[config.mk]
export PLATFORM = sky130hd
export DESIGN_NAME = fifo_sync
export DESIGN_NICKNAME = d
export VERILOG_FILES = /design/src/rtl/fifo_pkg.sv /design/src/rtl/fifo_mem.sv /design/src/rtl/fifo_sync.sv
export SDC_FILE = /design/constraint.sdc
export NUM_CORES = 1
export LEC_CHECK = 0
export ABC_AREA = 1
export ABC_CLOCK_PERIOD_IN_PS = 2100
export CORE_AREA = 5 5 90 92
export CTS_BUF_LIST = sky130_fd_sc_hd__clkbuf_8
export CTS_CLUSTER_DIAMETER = 80
export DETAILED_ROUTE_END_ITERATION = 8
export DIE_AREA = 0 0 95 97
export MAX_ROUTING_LAYER = met4
export PLACE_DENSITY = 0.76
export SETUP_SLACK_MARGIN = 0.2
export SLEW_MARGIN = 20
export SYNTH_ARGS = -nofsm -noshare
export SYNTH_HDL_FRONTEND = slang
export SYNTH_SLANG_ARGS = --single-unit
export TNS_END_PERCENT = 100
[constraint.sdc]
create_clock -name i_clk -period 2.1 [get_ports i_clk]
set_input_delay 0.63 -clock i_clk [delete_from_list [all_inputs] [get_ports i_clk]]
set_output_delay 0.63 -clock i_clk [all_outputs]
set_load 0.05 [all_outputs]
[src/rtl/fifo_pkg.sv]
// Shared sizing helpers and types for the synchronous FWFT FIFO family.
package fifo_pkg;

  // Default geometry used when a parent does not override the parameters.
  localparam int DEF_WIDTH         = 8;
  localparam int DEF_DEPTH         = 8;
  localparam int DEF_AFULL_THRESH  = 6;
  localparam int DEF_AEMPTY_THRESH = 2;

  // Pointer width: index bits plus one wrap bit so full and empty are distinguishable.
  function automatic int ptr_width(input int depth);
    return $clog2(depth) + 1;
  endfunction

  // Occupancy counter width: must hold 0..depth inclusive.
  function automatic int cnt_width(input int depth);
    return $clog2(depth) + 1;
  endfunction

  // Depth must be a power of two so the wrap bit gives free modulo arithmetic.
  function automatic bit is_pow2(input int v);
    return (v >= 2) && ((v & (v - 1)) == 0);
  endfunction

  // Registered error strobes, kept together so they update as one unit.
  typedef struct packed {
    logic overflow;
    logic underflow;
  } fifo_err_t;

endpackage

[src/rtl/fifo_mem.sv]
// 1-write / 1-read storage for fifo_sync with combinational read.
// Either a bank of individually enabled flops or a single inferred array.
module fifo_mem
  import fifo_pkg::*;
#(
  parameter int WIDTH         = DEF_WIDTH,
  parameter int DEPTH         = DEF_DEPTH,
  parameter int FLOPS_NOT_MEM = 0,
  localparam int AW           = ptr_width(DEPTH) - 1
) (
  input  logic             i_clk,
  input  logic             i_we,
  input  logic [AW-1:0]    i_waddr,
  input  logic [WIDTH-1:0] i_wdata,
  input  logic [AW-1:0]    i_raddr,
  output logic [WIDTH-1:0] o_rdata
);

  if (FLOPS_NOT_MEM != 0) begin : g_flops
    // Per-entry outputs gathered so the read side is a plain mux.
    logic [WIDTH-1:0] entry_q [DEPTH];

    for (genvar gi = 0; gi < DEPTH; gi++) begin : g_entry
      logic             sel;
      logic [WIDTH-1:0] data_reg;

      assign sel = i_we && (i_waddr == AW'(gi));

      // Each entry loads only when it is the write target; no reset, contents are don't-care until written.
      always_ff @(posedge i_clk) begin
        if (sel) begin
          data_reg <= i_wdata;
        end
      end

      assign entry_q[gi] = data_reg;
    end

    assign o_rdata = entry_q[i_raddr];

  end else begin : g_array
    logic [WIDTH-1:0] mem [DEPTH];

    // Single write port into the inferred array; read below is asynchronous for first-word-fall-through.
    always_ff @(posedge i_clk) begin
      if (i_we) begin
        mem[i_waddr] <= i_wdata;
      end
    end

    assign o_rdata = mem[i_raddr];
  end

endmodule

[src/rtl/fifo_sync.sv]
// Single-clock first-word-fall-through FIFO with occupancy count,
// almost-full/almost-empty thresholds, synchronous flush and error strobes.
module fifo_sync
  import fifo_pkg::*;
#(
  parameter int WIDTH         = DEF_WIDTH,
  parameter int DEPTH         = DEF_DEPTH,
  parameter int AFULL_THRESH  = DEF_AFULL_THRESH,
  parameter int AEMPTY_THRESH = DEF_AEMPTY_THRESH,
  parameter int FLOPS_NOT_MEM = 0,
  localparam int PTR_W        = ptr_width(DEPTH),
  localparam int CNT_W        = cnt_width(DEPTH),
  localparam int AW           = PTR_W - 1
) (
  input  logic             i_clk,
  input  logic             i_rst_n,
  input  logic             i_cg,
  input  logic             i_flush,
  input  logic             i_push,
  input  logic [WIDTH-1:0] i_wdata,
  output logic             o_wfull,
  input  logic             i_pop,
  output logic [WIDTH-1:0] o_rdata,
  output logic             o_rempty,
  output logic [CNT_W-1:0] o_count,
  output logic             o_afull,
  output logic             o_aempty,
  output logic             o_overflow,
  output logic             o_underflow
);

  // Parameter sanity, caught at elaboration rather than in silicon.
  if (!is_pow2(DEPTH)) begin : g_chk_depth
    $error("fifo_sync: DEPTH must be a power of two and at least 2");
  end
  if (WIDTH < 1) begin : g_chk_width
    $error("fifo_sync: WIDTH must be at least 1");
  end
  if ((AFULL_THRESH < 1) || (AFULL_THRESH > DEPTH)) begin : g_chk_afull
    $error("fifo_sync: AFULL_THRESH must lie in 1..DEPTH");
  end
  if ((AEMPTY_THRESH < 0) || (AEMPTY_THRESH > DEPTH - 1)) begin : g_chk_aempty
    $error("fifo_sync: AEMPTY_THRESH must lie in 0..DEPTH-1");
  end

  logic [PTR_W-1:0] wptr_reg, wptr_next;
  logic [PTR_W-1:0] rptr_reg, rptr_next;
  logic [CNT_W-1:0] count_reg, count_next;
  fifo_err_t        err_reg, err_next;

  logic full;
  logic empty;
  logic flush_en;
  logic do_push;
  logic do_pop;

  // Full/empty come only from registered pointers, so no input reaches a status flag combinationally.
  always_comb begin
    empty = (wptr_reg == rptr_reg);
    full  = (wptr_reg[AW-1:0] == rptr_reg[AW-1:0]) && (wptr_reg[AW] != rptr_reg[AW]);
  end

  // Qualified requests: flush wins, a full FIFO refuses pushes, an empty one refuses pops (no bypass).
  always_comb begin
    flush_en = i_cg && i_flush;
    do_push  = i_cg && i_push && !full  && !i_flush;
    do_pop   = i_cg && i_pop  && !empty && !i_flush;
  end

  // Next pointer and occupancy; with i_cg low nothing qualifies and the state holds.
  always_comb begin
    wptr_next  = wptr_reg;
    rptr_next  = rptr_reg;
    count_next = count_reg;
    if (flush_en) begin
      wptr_next  = '0;
      rptr_next  = '0;
      count_next = '0;
    end else begin
      if (do_push) begin
        wptr_next = wptr_reg + PTR_W'(1);
      end
      if (do_pop) begin
        rptr_next = rptr_reg + PTR_W'(1);
      end
      count_next = count_reg + CNT_W'(do_push) - CNT_W'(do_pop);
    end
  end

  // Refused requests raise a strobe for exactly the following cycle; flush and a closed gate suppress them.
  always_comb begin
    err_next.overflow  = i_cg && i_push && full  && !i_flush;
    err_next.underflow = i_cg && i_pop  && empty && !i_flush;
  end

  // Pointer and count state; reset discards contents without touching storage.
  always_ff @(posedge i_clk or negedge i_rst_n) begin
    if (!i_rst_n) begin
      wptr_reg  <= '0;
      rptr_reg  <= '0;
      count_reg <= '0;
    end else begin
      wptr_reg  <= wptr_next;
      rptr_reg  <= rptr_next;
      count_reg <= count_next;
    end
  end

  // Error strobes reload every edge so they drop back after one cycle even when the gate closes.
  always_ff @(posedge i_clk or negedge i_rst_n) begin
    if (!i_rst_n) begin
      err_reg <= '0;
    end else begin
      err_reg <= err_next;
    end
  end

  // Storage: written at the write index on an accepted push, head read asynchronously at the read index.
  fifo_mem #(
    .WIDTH         (WIDTH),
    .DEPTH         (DEPTH),
    .FLOPS_NOT_MEM (FLOPS_NOT_MEM)
  ) u_mem (
    .i_clk   (i_clk),
    .i_we    (do_push),
    .i_waddr (wptr_reg[AW-1:0]),
    .i_wdata (i_wdata),
    .i_raddr (rptr_reg[AW-1:0]),
    .o_rdata (o_rdata)
  );

  // Status outputs decoded from registered state only.
  always_comb begin
    o_wfull     = full;
    o_rempty    = empty;
    o_count     = count_reg;
    o_afull     = (count_reg >= CNT_W'(AFULL_THRESH));
    o_aempty    = (count_reg <= CNT_W'(AEMPTY_THRESH));
    o_overflow  = err_reg.overflow;
    o_underflow = err_reg.underflow;
  end

endmodule

After elaboration in Yosys (flattened, before gate mapping)
Memory sizes are Yosys's and may differ from the RTL's.
Cells that the tools add are included.
- bits in registers: 14
- memories kept: 1
- output and inout bits: 18
- RAM bits: 64
- logic and storage cells: 39
- memories (name ; words ; width ; rd ports ; clocked after memory_dff ; wr ports ; line ; text):
    u_mem.g_array.mem ; 8 ; 8 ; 1 ; 0 ; 1 ; fifo_mem.sv:42 ; logic [WIDTH-1:0] mem [DEPTH];
- add/sub/neg operators: 4
- muxes and demuxes: 7
- reduce and logical (&&, ||, !) cells: 17
- equal/unequal tests: 3
- magnitude comparators: 2
- operators with widths (cell ; number):
    4-bit two-way mux ; 5
    1-bit logical AND ; 12
    4-bit by 1-bit adder with 4-bit output (second input constant) ; 2
    4-bit by 1-bit adder with 4-bit output ; 1
    4-bit equality test ; 1
    4-bit by 3-bit >= comparator with 1-bit output (second input constant) ; 1
    4-bit by 2-bit less-or-equal comparator with 1-bit output (second input constant) ; 1
    2-bit nonzero test ; 2
    4-bit by 1-bit subtractor with 4-bit output ; 1
    3-bit equality test ; 1
    1-bit logical NOT ; 3
    1-bit two-way mux ; 2
    1-bit inequality test ; 1

Longest topological paths before layout
- depth after elaboration: 8
- gate-level depth with buffers: 16

Hierarchy
From an unflattened synthesis, not the netlist that was laid out.
- cell total of the unflattened synthesis: 419
- area total of the unflattened synthesis: 3882.5 sq um
- modules (own cells, without submodules) (module ; sequential area each (sq um) ; cells each ; instances ; area each (sq um)):
    fifo_mem ; 1921.8 ; 295 ; 1 ; 2890.3
    fifo_sync ; 350.3 ; 124 ; 1 ; 992.2

Worst setup path after synthesis
OpenSTA, ideal clock, no wires.
- path kind: register to output
- start point: reg count_reg[1], in the netlist o_count[1]
- end point: out o_afull
- arrival: 2.022 ns
- stages on the path, launching flop included: 4
- slack: -0.552 ns
- cells stage by stage: dfrtp_1 -> ha_1 -> inv_1 -> o21ai_0
- cells in the longest elaborated chain, start to end: 1
- ends and longest elaborated chain (element ; line ; text):
    start: declaration ; fifo_sync.sv:48 ; logic [CNT_W-1:0] count_reg, count_next;
    start signal: assignment ; fifo_sync.sv:105 ; count_reg <= count_next;
    4-bit by 3-bit >= comparator with 1-bit output ; fifo_sync.sv:137 ; o_afull = (count_reg >= CNT_W'(AFULL_THRESH));
    end: declaration ; fifo_sync.sv:26 ; output logic o_afull,
No other way between the ends.

Worst setup path in the final report
- start point: reg rptr_reg[0]
- end point: out o_rdata[1]
- cells in the longest elaborated chain, start to end: 1
- ends and longest elaborated chain (element ; line ; text):
    start: declaration ; fifo_sync.sv:47 ; logic [PTR_W-1:0] rptr_reg, rptr_next;
    start signal: assignment ; fifo_sync.sv:104 ; rptr_reg <= rptr_next;
    memory read 8 x 8 bit ; -- ;
    end: declaration ; fifo_sync.sv:23 ; output logic [WIDTH-1:0] o_rdata,
No other way between the ends.

==> impl_table.tex <==
\begin{tabular}{lr}
\hline
Metric & Value \\
\hline
\multicolumn{2}{l}{\textbf{Drt}} \\
First drt pass iteration count & 5 \\
Wire length per cell after detailed routing & 18.4 µm \\
Number of DRC markers after the initial detailed-route iteration & 284 \\
Final routed wirelength across all metal layers & approximately 9200 µm \\
\# DRC & 0 \\
Overall via count from detail\_route & around 2800 \\
Via density per instance & around 5.6 \\
Antenna violation net count after detailed routing & 0 \\
\multicolumn{2}{l}{\textbf{Synthesis}} \\
Dominant combinational cell family by area after synthesis & simple AND/OR/NAND/NOR gates \\
Number of synthesized flops with an enable pin & 64 \\
Yosys warnings & 0 \\
Adder-cell area share of the yosys netlist & 0.0416 \\
Average cell area after synthesis & around 11 µm² \\
Area of the mapped netlist & between 0.003 and 0.004 mm² \\
Proportion of register bits with asynchronous set or reset after synthesis & 0.179 \\
Syn Nets & 340 \\
Number of distinct standard cells referenced by the synthesized netlist & 25 \\
Top\_reg\_cell synth & edfxtp\_1 \\
Basic-gate share of the synthesized area counting and, or, nand and nor cells & 0.158 \\
Cells after Synth & 315 \\
Synthesized-area fraction occupied by ao, oa, aoi and oai cells & 0.0861 \\
Parity-gate share of the synthesized area counting xor and xnor cells & 0.00753 \\
Yosys reg bits & 78 \\
Sequential cell area fraction in the yosys report & 0.651 \\
Mux cell area share after synthesis & 0 \\
\multicolumn{2}{l}{\textbf{Global routing}} \\
Number of antenna violations at the first check in global routing & 0 \\
GR Overflow Total & 0 \\
Global-route met1 utilization & 0.262 \\
Vias in the first global route & between 2000 and 3000 \\
Overall global routing resource usage & 0.207 \\
Global-route met2 utilization & 0.328 \\
Met3 global-route usage & 0.0341 \\
Most Used Layer, Global Route & met2 \\
Pin count of the biggest net entering global routing & 19 \\
Wire length of the first global-routing pass & around 14000 µm \\
\multicolumn{2}{l}{\textbf{Floorplan}} \\
Area of the core & between 0.007 and 0.008 mm² \\
Floorplan die height & between 90 and 100 µm \\
Area enclosed by the die boundary & just over 0.009 mm² \\
Number of I/O pins & 32 \\
Number of core rows & 31 \\
Die width & between 90 and 100 µm \\
Initial cell density of the core & 0.489 \\
\multicolumn{2}{l}{\textbf{Worst setup path}} \\
Critical path required time & 1.47 ns \\
Element type at the critical path start & register \\
Register-to-Register Path Depth & 13 \\
Critical path capture point type & primary output \\
Setup slack of the worst register-to-register path & -0.20 ns \\
R2r startpoint & rptr\_reg[1]\$\_DFFE\_PN0P\_ \\
Reg-to-reg endpoint & o\_count[1]\$\_DFF\_PN0\_ \\
Crit path from & rptr\_reg[0]\$\_DFFE\_PN0P\_ \\
Capture point of the worst path & o\_rdata[1] \\
Signal arrival time at the worst endpoint & roughly 1.8 ns \\
Worst Path Class, Setup & reg2out \\
Peak fanout along the critical path & 16 \\
\multicolumn{2}{l}{\textbf{Flow run}} \\
Max-cap violation count & 0 \\
\multicolumn{2}{l}{\textbf{Timing}} \\
Crit path setup slack, layout & -0.276 ns \\
Min Clock Period, post-route & between 2 and 2.5 ns \\
Setup repair after global routing missed its margin & yes \\
Measured slew at the worst slew-check pin & about 0.5 ns \\
Final total negative setup slack & -2.67 ns \\
Worst-case hold slack & approximately 0.57 ns \\
Relative slew slack & 0.668 \\
Final Max Slew Viols & 0 \\
Final-report setup violation count & 14 \\
Final clock period utilization by the worst path & 1.13 \\
Highest achievable clock rate & roughly 420 MHz \\
Final hold violations & 0 \\
Post-route clock skew & roughly 0.016 ns \\
\multicolumn{2}{l}{\textbf{Clock tree}} \\
H-tree Lvls & 3 \\
TritonCTS clock tree & done \\
Number of buffers inserted for hold repair after clock tree synthesis & 0 \\
Number of clock sinks & 78 \\
Clock buffer count from CTS & 9 \\
Buffers from clock root to sink, at most & 2 \\
CTS Root Cell & clkbuf\_8 \\
Clock transition at the registers of the reported paths & around 0.080 ns \\
Clk\_lat worst skew & between 0.3 and 0.4 ns \\
\multicolumn{2}{l}{\textbf{Finish}} \\
Register with the highest flop count & u\_mem.g\_array.mem \\
Most frequent cells in the layout & edfxtp\_1 (64), nand2\_1 (40), nor2\_1 (35), buf\_4 (35), buf\_6 (18) \\
Number of flip-flops under the largest register name & 64 \\
Post-layout nets & between 400 and 500 \\
Antenna diodes & 0 \\
Final design instance area without fill & slightly below 0.005 mm² \\
Ratio of cells with drive above 1 in the final layout & 0.380 \\
Area delta synth->final & 42.5\% \\
Most frequent standard cell in the layout excluding fill and tap cells & edfxtp\_1 \\
Fraction of the core area covered by cells at the end of the flow & 0.697 \\
Filler cell count in the final layout & approximately 470 \\
\multicolumn{2}{l}{\textbf{Placement}} \\
Routability Congestion & 0.857 \\
Detail Placement HPWL & 5190 µm \\
Count of input and output buffers & 31 \\
Area after DPL & around 0.0042 mm² \\
\multicolumn{2}{l}{\textbf{Hold path}} \\
Class of the tightest hold or removal check & reg2reg \\
\multicolumn{2}{l}{\textbf{Power}} \\
Static leakage power & just over 2 nW \\
Overall power after layout & approximately 5.0 mW \\
Pwr dens & roughly 1000 mW/mm² \\
Largest vdd supply drop & about 0.52 mV \\
\multicolumn{2}{l}{\textbf{Outcome}} \\
Violated checks & setup timing \\
Outcome & finished, violations left \\
\hline
\end{tabular}
cell usage after synthesis (3+ instances only):
cell type  instances  area [µm²]
dfrtp_1           14         350
inv_2              4        15.0
nand4_1            3        18.8
ha_1              10         125
a21oi_1            6        30.0
nor2_1            44         165
o21ai_0           34         170
clkbuf_1           3        11.3
edfxtp_1          64        1920
buf_2              4        20.0
o22ai_1           16         100
inv_1             22        82.6
nor3_1             3        15.0
nand3_1           20         100
nand2_1           52         195
xor2_1             3        26.3
cell families after synthesis:
family          count (synthesis)
fa+ha+maj                      11
buf+inv                        40
compound gates                 56
flops                          78
xor+xnor                        3
simple gates                  127
worst min path at each step:
stage                                        from                 endpoint  slack, ns  cells past startpoint
after CTS                 rptr_reg[3]$_DFFE_PN0P_  rptr_reg[3]$_DFFE_PN0P_       0.56                      2
after global placement    rptr_reg[3]$_DFFE_PN0P_  rptr_reg[3]$_DFFE_PN0P_       0.53                      2
after floorplan                           i_rst_n     o_count[0]$_DFF_PN0_       0.33                      0
after detailed placement  rptr_reg[3]$_DFFE_PN0P_  rptr_reg[3]$_DFFE_PN0P_       0.54                      2
after global routing                      i_rst_n    o_underflow$_DFF_PN0_       0.61                      2
final                     wptr_reg[3]$_DFFE_PN0P_  wptr_reg[3]$_DFFE_PN0P_       0.57                      2
per-stage QoR:
step           setup slack [ns]  cells
6_report                 -0.276    502
5_1_grt                  -0.315    502
4_1_cts                  -0.246    494
3_5_place_dp             -0.544    468
3_3_place_gp             -0.471    468
2_1_floorplan           -0.0724    315
final cells by class:
| type | count | area [µm²] | area share |
|---|---|---|---|
| tap | 99 | 124 | 0.0249 |
| clock inverter | 7 | 71.3 | 0.0143 |
| multi-input combinational | 197 | 1320 | 0.265 |
| sequential | 78 | 2270 | 0.457 |
| timing repair buffer | 85 | 933 | 0.188 |
| inverter | 27 | 126 | 0.0254 |
| clock buffer | 9 | 124 | 0.0249 |
power by group:
group          switching, mW  total, mW  internal [mW]
clock                  0.575       1.13          0.551
sequential            0.0806       1.82           1.74
combinational           1.17       2.02          0.848
layer usage:
metal	wire length (µm)	up-vias	part of all wire
met1	3570	1382	0.39
met3	618	23	0.067
met2	4830	129	0.52
met5	0	-	0
li1	-	1265	-
met4	227	0	0.025
worst max-delay path, cell delays in order, from the launching register on:
cell	delay [ns]
dfrtp_2	0.49
clkinv_4	0.12
buf_12	0.16
nor2_1	0.05
o22ai_1	0.20
nand2_1	0.13
nand2_4	0.10
buf_8	0.14
repair_timing:
| action | 4_1_cts | 5_1_grt |
|---|---|---|
| pin swaps | 6 | 13 |
| resized for setup | 64 | 59 |
| cloned | 2 | 0 |
| endpoints found under the setup margin | 50 | 64 |
| setup buffers | 8 | 8 |
| hold endpoints to repair | 0 | 0 |
Note: power is estimated with default switching activity, not from simulation.
